--- config.mk ---
export PLATFORM = sky130hd
export DESIGN_NAME = log_reader_flat
export DESIGN_NICKNAME = d
export VERILOG_FILES = /design/src/rtl/log_reader_pkg.sv /design/src/rtl/log_reader_if.sv /design/src/rtl/log_reader.sv /design/src/flat_wrapper.sv
export SDC_FILE = /design/constraint.sdc
export NUM_CORES = 1
export LEC_CHECK = 0
export BUFFER_PORTS_ARGS = -buffer_cell sky130_fd_sc_hd__buf_4
export CORE_AREA = 10 10 104 106
export DETAILED_ROUTE_END_ITERATION = 7
export DIE_AREA = 0 0 114 116
export GPL_ROUTABILITY_DRIVEN = 0
export PLACE_DENSITY = 0.87
export SETUP_SLACK_MARGIN = 0.1
export SYNTH_ARGS = -nofsm -noshare
export SYNTH_HDL_FRONTEND = slang
export SYNTH_SLANG_ARGS = --single-unit
--- constraint.sdc ---
create_clock -name clk -period 4.2 [get_ports clk]
set_input_delay 0.21 -clock clk [delete_from_list [all_inputs] [get_ports clk]]
set_output_delay 0.21 -clock clk [all_outputs]
set_load 0.005 [all_outputs]
--- src/rtl/log_reader_pkg.sv ---
// Shared definitions for the log RAM drain engine: FSM state encoding and
// the log entry width.
package log_reader_pkg;

  localparam int LOG_DATA_WIDTH = 37;

  typedef enum logic [2:0] {
    ST_IDLE = 3'd0,
    ST_REQ  = 3'd1,
    ST_CAP  = 3'd2,
    ST_SEND = 3'd3,
    ST_CSUM = 3'd4,
    ST_CLR  = 3'd5,
    ST_DONE = 3'd6
  } state_e;

endpackage

--- src/rtl/log_reader_if.sv ---
// Valid/ready stream carrying drained log entries. The drain engine is the
// master; the attestation/report consumer is the slave.
interface log_reader_if #(
  parameter int DATA_WIDTH = log_reader_pkg::LOG_DATA_WIDTH
) ();

  logic                  out_valid;
  logic [DATA_WIDTH-1:0] out_data;
  logic                  out_last;
  logic                  out_ready;

  modport master (
    output out_valid,
    output out_data,
    output out_last,
    input  out_ready
  );

  modport slave (
    input  out_valid,
    input  out_data,
    input  out_last,
    output out_ready
  );

endinterface

--- src/rtl/log_reader.sv ---
// Drain engine for the entry log RAM. Reads entries 0..cnt-1 through the RAM
// read port, streams them on the out_if valid/ready interface, then pulses a
// one-cycle RAM clear followed by a one-cycle done.
// Optional feature: define LOG_READER_CSUM_EN to append an XOR trailer word.
module log_reader
  import log_reader_pkg::*;
#(
  parameter int ADDR_WIDTH = 16,
  parameter int DATA_WIDTH = LOG_DATA_WIDTH,
  parameter int DEPTH      = ADDR_WIDTH ** 2
) (
  input  logic                  clk,
  input  logic                  reset,
  input  logic                  start,
  input  logic [ADDR_WIDTH-1:0] num_entries,
  input  logic                  ram_we,
  output logic                  ram_re,
  output logic [ADDR_WIDTH-1:0] ram_rd_addr,
  input  logic [DATA_WIDTH-1:0] ram_rd_data,
  output logic                  ram_clr,
  log_reader_if.master          out_if,
  output logic                  busy,
  output logic                  done
);

  // One extra bit so that cnt == DEPTH is representable without wrap.
  localparam int CW = ADDR_WIDTH + 1;
  localparam logic [CW-1:0] DEPTH_C = CW'(DEPTH);

  state_e                state_q, state_d;
  logic [CW-1:0]         cnt_q, cnt_d;
  logic [CW-1:0]         ptr_q, ptr_d;
  logic [CW-1:0]         ptr_inc_s;
  logic [CW-1:0]         num_ext_s;
  logic                  ram_re_q, ram_re_d;
  logic [ADDR_WIDTH-1:0] ram_rd_addr_q, ram_rd_addr_d;
  logic                  ram_clr_q, ram_clr_d;
  logic                  out_valid_q, out_valid_d;
  logic [DATA_WIDTH-1:0] out_data_q, out_data_d;
  logic                  out_last_q, out_last_d;
  logic                  busy_q, busy_d;
  logic                  done_q, done_d;
`ifdef LOG_READER_CSUM_EN
  logic [DATA_WIDTH-1:0] csum_q, csum_d;
`endif

  // Next-state and next-output computation; outputs are derived from the
  // next state so every port is driven straight from a flop.
  always_comb begin
    state_d    = state_q;
    cnt_d      = cnt_q;
    ptr_d      = ptr_q;
    out_data_d = out_data_q;
    out_last_d = out_last_q;
`ifdef LOG_READER_CSUM_EN
    csum_d     = csum_q;
`endif
    ptr_inc_s  = ptr_q + CW'(1);
    num_ext_s  = CW'(num_entries);

    case (state_q)
      ST_IDLE: begin
        if (start) begin
          cnt_d = (num_ext_s > DEPTH_C) ? DEPTH_C : num_ext_s;
          ptr_d = '0;
`ifdef LOG_READER_CSUM_EN
          csum_d = '0;
          if (cnt_d == '0) begin
            // Empty drain still emits a zero trailer.
            state_d    = ST_CSUM;
            out_data_d = '0;
            out_last_d = 1'b1;
          end else begin
            state_d = ST_REQ;
          end
`else
          state_d = (cnt_d == '0) ? ST_CLR : ST_REQ;
`endif
        end else begin
          state_d = ST_IDLE;
        end
      end
      ST_REQ: begin
        // A concurrent logger write blocks the read; hold the request.
        state_d = ram_we ? ST_REQ : ST_CAP;
      end
      ST_CAP: begin
        if (ram_we) begin
          // Read data is corrupted by the collision; retry the same entry.
          state_d = ST_REQ;
        end else begin
          state_d    = ST_SEND;
          out_data_d = ram_rd_data;
`ifdef LOG_READER_CSUM_EN
          out_last_d = 1'b0;
`else
          out_last_d = (ptr_inc_s == cnt_q);
`endif
        end
      end
      ST_SEND: begin
        if (out_if.out_ready) begin
          out_last_d = 1'b0;
`ifdef LOG_READER_CSUM_EN
          csum_d = csum_q ^ out_data_q;
`endif
          if (ptr_inc_s == cnt_q) begin
`ifdef LOG_READER_CSUM_EN
            state_d    = ST_CSUM;
            out_data_d = csum_q ^ out_data_q;
            out_last_d = 1'b1;
`else
            state_d = ST_CLR;
`endif
          end else begin
            // Only advance when another entry follows, so ptr stays <= DEPTH-1.
            ptr_d   = ptr_inc_s;
            state_d = ST_REQ;
          end
        end else begin
          state_d = ST_SEND;
        end
      end
      ST_CSUM: begin
        if (out_if.out_ready) begin
          state_d    = ST_CLR;
          out_last_d = 1'b0;
        end else begin
          state_d = ST_CSUM;
        end
      end
      ST_CLR:  state_d = ST_DONE;
      ST_DONE: state_d = ST_IDLE;
      default: state_d = ST_IDLE;
    endcase

    ram_re_d      = (state_d == ST_REQ) || (state_d == ST_CAP);
    ram_rd_addr_d = ram_re_d ? ptr_d[ADDR_WIDTH-1:0] : ram_rd_addr_q;
    ram_clr_d     = (state_d == ST_CLR);
    out_valid_d   = (state_d == ST_SEND) || (state_d == ST_CSUM);
    busy_d        = (state_d != ST_IDLE);
    done_d        = (state_d == ST_DONE);
  end

  // Drain FSM and registered outputs; synchronous reset aborts any drain.
  always_ff @(posedge clk) begin
    if (reset) begin
      state_q       <= ST_IDLE;
      cnt_q         <= '0;
      ptr_q         <= '0;
      ram_re_q      <= 1'b0;
      ram_rd_addr_q <= '0;
      ram_clr_q     <= 1'b0;
      out_valid_q   <= 1'b0;
      out_data_q    <= '0;
      out_last_q    <= 1'b0;
      busy_q        <= 1'b0;
      done_q        <= 1'b0;
`ifdef LOG_READER_CSUM_EN
      csum_q        <= '0;
`endif
    end else begin
      state_q       <= state_d;
      cnt_q         <= cnt_d;
      ptr_q         <= ptr_d;
      ram_re_q      <= ram_re_d;
      ram_rd_addr_q <= ram_rd_addr_d;
      ram_clr_q     <= ram_clr_d;
      out_valid_q   <= out_valid_d;
      out_data_q    <= out_data_d;
      out_last_q    <= out_last_d;
      busy_q        <= busy_d;
      done_q        <= done_d;
`ifdef LOG_READER_CSUM_EN
      csum_q        <= csum_d;
`endif
    end
  end

  assign ram_re           = ram_re_q;
  assign ram_rd_addr      = ram_rd_addr_q;
  assign ram_clr          = ram_clr_q;
  assign out_if.out_valid = out_valid_q;
  assign out_if.out_data  = out_data_q;
  assign out_if.out_last  = out_last_q;
  assign busy             = busy_q;
  assign done             = done_q;

endmodule

--- src/flat_wrapper.sv ---
// flat-port wrapper written by rule: the top's interface ports become plain ports
module log_reader_flat import log_reader_pkg::*;
#(
  parameter int ADDR_WIDTH = 16,
  parameter int DATA_WIDTH = LOG_DATA_WIDTH,
  parameter int DEPTH      = ADDR_WIDTH ** 2
)
  (clk, reset, start, num_entries, ram_we, ram_re, ram_rd_addr, ram_rd_data, ram_clr, busy, done, out_if_out_valid, out_if_out_data, out_if_out_last, out_if_out_ready);
  log_reader_if #(.DATA_WIDTH(DATA_WIDTH)) out_if_i ();
  input  logic clk;
  input  logic reset;
  input  logic start;
  input  logic [ADDR_WIDTH-1:0] num_entries;
  input  logic ram_we;
  output logic ram_re;
  output logic [ADDR_WIDTH-1:0] ram_rd_addr;
  input  logic [DATA_WIDTH-1:0] ram_rd_data;
  output logic ram_clr;
  output logic busy;
  output logic done;
  output wire logic [$bits(out_if_i.out_valid)-1:0] out_if_out_valid;
  output wire logic [$bits(out_if_i.out_data)-1:0] out_if_out_data;
  output wire logic [$bits(out_if_i.out_last)-1:0] out_if_out_last;
  input wire logic [$bits(out_if_i.out_ready)-1:0] out_if_out_ready;
  assign out_if_out_valid = out_if_i.out_valid;
  assign out_if_out_data = out_if_i.out_data;
  assign out_if_out_last = out_if_i.out_last;
  assign out_if_i.out_ready = out_if_out_ready;
  log_reader #(.ADDR_WIDTH(ADDR_WIDTH), .DATA_WIDTH(DATA_WIDTH), .DEPTH(DEPTH)) u_core (.clk(clk), .reset(reset), .start(start), .num_entries(num_entries), .ram_we(ram_we), .ram_re(ram_re), .ram_rd_addr(ram_rd_addr), .ram_rd_data(ram_rd_data), .ram_clr(ram_clr), .out_if(out_if_i), .busy(busy), .done(done));
endmodule
==> impl_metrics.env <==
export IMPL_required_ps=4470
export IMPL_drc=0
export IMPL_rsz0062_at_grt="false"
export IMPL_netlist_instances=546
export IMPL_cp_max_fo=20
export IMPL_yosys_area_top_type_share_pct=41.8
export IMPL_avgSynthCellArea_um2=8.33
export IMPL_fin_crit_sh_pct=89.9
export IMPL_vias=4501
export IMPL_p_switching_mw=0.455
export IMPL_die_x_um=114
export IMPL_antenna_left=0
export IMPL_dpl_hpwl_um=9890
export IMPL_die_h_um=116
export IMPL_cts_buffer_depth=2
export IMPL_yosys_area_top_type="dfxtp_1"
export IMPL_final_layout_size_suffix_gt1_share_pct=25.6
export IMPL_endpoint_kind="register"
export IMPL_yosysSeqAreaShare_pct=41.8
export IMPL_path_clk_slew_ps=110
export IMPL_r2r_cells=10
export IMPL_async_flop_share_pct=0
export IMPL_boundaryPins=117
export IMPL_rrSetupSlack_ps=430
export IMPL_insertion_delay_ps=380
export IMPL_final_cells=745
export IMPL_clockPowerShare_pct=36.5
export IMPL_power_internal_mw=1.30
export IMPL_ctsHtreeMaxLevel=3
export IMPL_synth_edf_count=0
export IMPL_setup_tns_ps=0
export IMPL_track_usage_pct=19.7
export IMPL_p_leak_nw=2.08
export IMPL_routed_wl_um=13500
export IMPL_mostFrequentLayoutCells="buf_4 (121), nand2_1 (95), dfxtp_1 (95)"
export IMPL_cts_sinks=95
export IMPL_slowest_stage="or4_4"
export IMPL_placementRows=34
export IMPL_start_util_pct=52.4
export IMPL_crit_arrival_ps=4050
export IMPL_cp_cell_sequence="ha_1, nand4_4, or4_4, xnor2_2, nand4_2, nor4_4, a31oi_1, buf_4, and2_2, a311oi_1"
export IMPL_power_total_mw=1.75
export IMPL_antenna_cells=0
export IMPL_criticalPathCategory="reg2reg"
export IMPL_p_per_area_nw_per_um2=314
export IMPL_worst_clock_skew_ps=16.7
export IMPL_wl_per_cell_um=18.2
export IMPL_p_seq_share_pct=53.6
export IMPL_combinationalPowerShare_pct=9.9
export IMPL_start_kind="register"
export IMPL_synth_warning_count=0
export IMPL_fmax_mhz=265
export IMPL_area_delta_synth_final_pct=22.7
export IMPL_r2r_end="u_core.ram_rd_addr[13]"
export IMPL_hold_buffers=0
export IMPL_cts_tree="yes"
export IMPL_vias_per_cell=6.04
export IMPL_slew_headroom_pct=18.7
export IMPL_finalCriticalPeriod_ps=3770
export IMPL_cts_setup_buffers=0
export IMPL_mostFrequentLayoutCell="buf_4"
export IMPL_grt_pass1_wl_um=21500
export IMPL_worstMarginPinSlew_ps=1220
export IMPL_drt_pass1_iterations=5
export IMPL_drt_iter0_markers=547
export IMPL_maxCapViolCount=0
export IMPL_vdd_drop_max_v=0.000201
export IMPL_dp_cells=728
export IMPL_grt_max_degree=92
export IMPL_yosys_most_used_dff="dfxtp_1"
export IMPL_min_from="ram_rd_data[10]"
export IMPL_synth_nets=605
export IMPL_slew_viol_final=0
export IMPL_hold_ws_ps=62.1
export IMPL_io_buffers=116
export IMPL_grt_ovfl_total=0
export IMPL_min_to="u_core.out_if.out_data[10]"
export IMPL_slowest_delay_ps=610
export IMPL_r2r_start="u_core.ptr_q[0]"
export IMPL_grt_antenna_before_repair=0
export IMPL_switching_share_pct=26.0
export IMPL_hp_class="in2reg"
export IMPL_nNetsFinal=691
export IMPL_status="finished, final reports clean"
export IMPL_cts_root_buf="clkbuf_8"
export IMPL_die_area_um2=13200
export IMPL_synth_area_um2=4550
export IMPL_min_delay_path_depth=3
export IMPL_setup_viol=0
export IMPL_grt_pass1_vias=4396
export IMPL_cts_buffers=9
export IMPL_hold_viol=0
export IMPL_coreArea_um2=8680
export IMPL_ys_types=68
export IMPL_yosys_register_bits=95
export IMPL_synthTopCellsByArea="dfxtp_1 (42%), nand2_1 (7.8%), a21oi_1 (7.4%), nor2_1 (2.6%), clkbuf_1 (2.3%)"
-- per-layer routing --
layer / GRT usage (%) / part of all wire [%] / routed length [um] / vias to the layer above
met5: 0 / 0 / 0 / -
met4: 12.0 / 3.8 / 520 / 0
met3: 5.53 / 9.4 / 1270 / 53
met2: 33.1 / 49 / 6590 / 265
met1: 21.7 / 38 / 5160 / 2048
li1: - / - / - / 2135
-- worst max-delay path, delay by kind of cell, from the launching register on --
kind | cells | cell delay (ps)
and+or+nand+nor | 5 | 1760
adders and majority gates | 1 | 510
DFF | 1 | 490
AOI/OAI and AO/OA | 2 | 470
buffers and inverters | 1 | 270
xor gates and xnor gates | 1 | 160
-- flip-flops by register name, indices dropped and copies added, names as in the netlist --
register,count
u_core.ram_rd_addr,16
u_core.state_q,3
u_core.busy,1
u_core.out_if.out_data,37
u_core.out_if.out_last,1
u_core.cnt_q,16
u_core.ptr_q,17
u_core.done,1
u_core.ram_clr,1
u_core.out_if.out_valid,1
u_core.ram_re,1
-- power by group through the flow --
stage                     clock [mW]  sequential [mW]  combinational, mW
after floorplan                    0            0.956             0.0811
after global placement             0            0.959              0.169
after detailed placement           0            0.960              0.174
after CTS                      0.646            0.939              0.174
after global routing           0.680            0.943              0.191
final                          0.639            0.939              0.174
-- cells in the mapped netlist, drive strengths merged (4+ instances only) --
cell and number:
a211oi 13, a21oi 68, a22oi 8, a311oi 9
a31oi 4, and2 9, buf 19, clkbuf 28
dfxtp 95, inv 7, nand2 95, nand2b 6
nand3 22, nand4 5, nor2 32, nor2b 4
nor3 14, nor4 6, o211ai 10, o21ai 10
o31a 4, o41ai 5, or2 4, or3 4
or4 9, xnor2 10, xor2 9
-- metrics by stage --
step                      worst slack [ps]  area, um^2  util [%]
final                                  426        5580      64.3
after global routing                   186        5580      64.3
after floorplan                       1140        4550         -
after CTS                              378        5570      64.2
after detailed placement               446        5360      61.8
after global placement                 576        5360      61.8
-- area by class of cell --
class	count	area [um^2]
clock buffer	9	124
clock inverter	7	86.3
fill	712	3100
inverter	7	26.3
multi-input combinational	398	2400
sequential	95	1900
tap	108	135
timing repair buffer	121	908
-- logic make-up after synthesis --
family                     synth area share [%]
and+or+nand+nor                            24.7
AOI/OAI and AO/OA                          22.2
DFF                                        41.8
buffers and inverters                      5.78
xor gates and xnor gates                   3.99
muxes                                      1.18
adders and majority gates                 0.275
-- worst max-delay path by stage --
stage	endpoint	start	cells after the start	slack (ps)
5_1_grt	u_core.ram_rd_addr[13]	u_core.ptr_q[0]	10	190
2_1_floorplan	u_core.ram_rd_addr[2]	u_core.ptr_q[0]	9	1140
3_3_place_gp	u_core.ram_rd_addr[13]	u_core.ptr_q[0]	9	580
6_report	u_core.ram_rd_addr[13]	u_core.ptr_q[0]	10	430
3_5_place_dp	u_core.ram_rd_addr[13]	u_core.ptr_q[0]	10	450
4_1_cts	u_core.ram_rd_addr[13]	u_core.ptr_q[0]	9	380
-- repair_timing --
item / in CTS / in global routing
gates resized for setup: 0 / 1
endpoints found under the setup margin: 0 / 16
endpoints found under the hold margin: 0 / 0
Power figures use the tool's default switching activity.
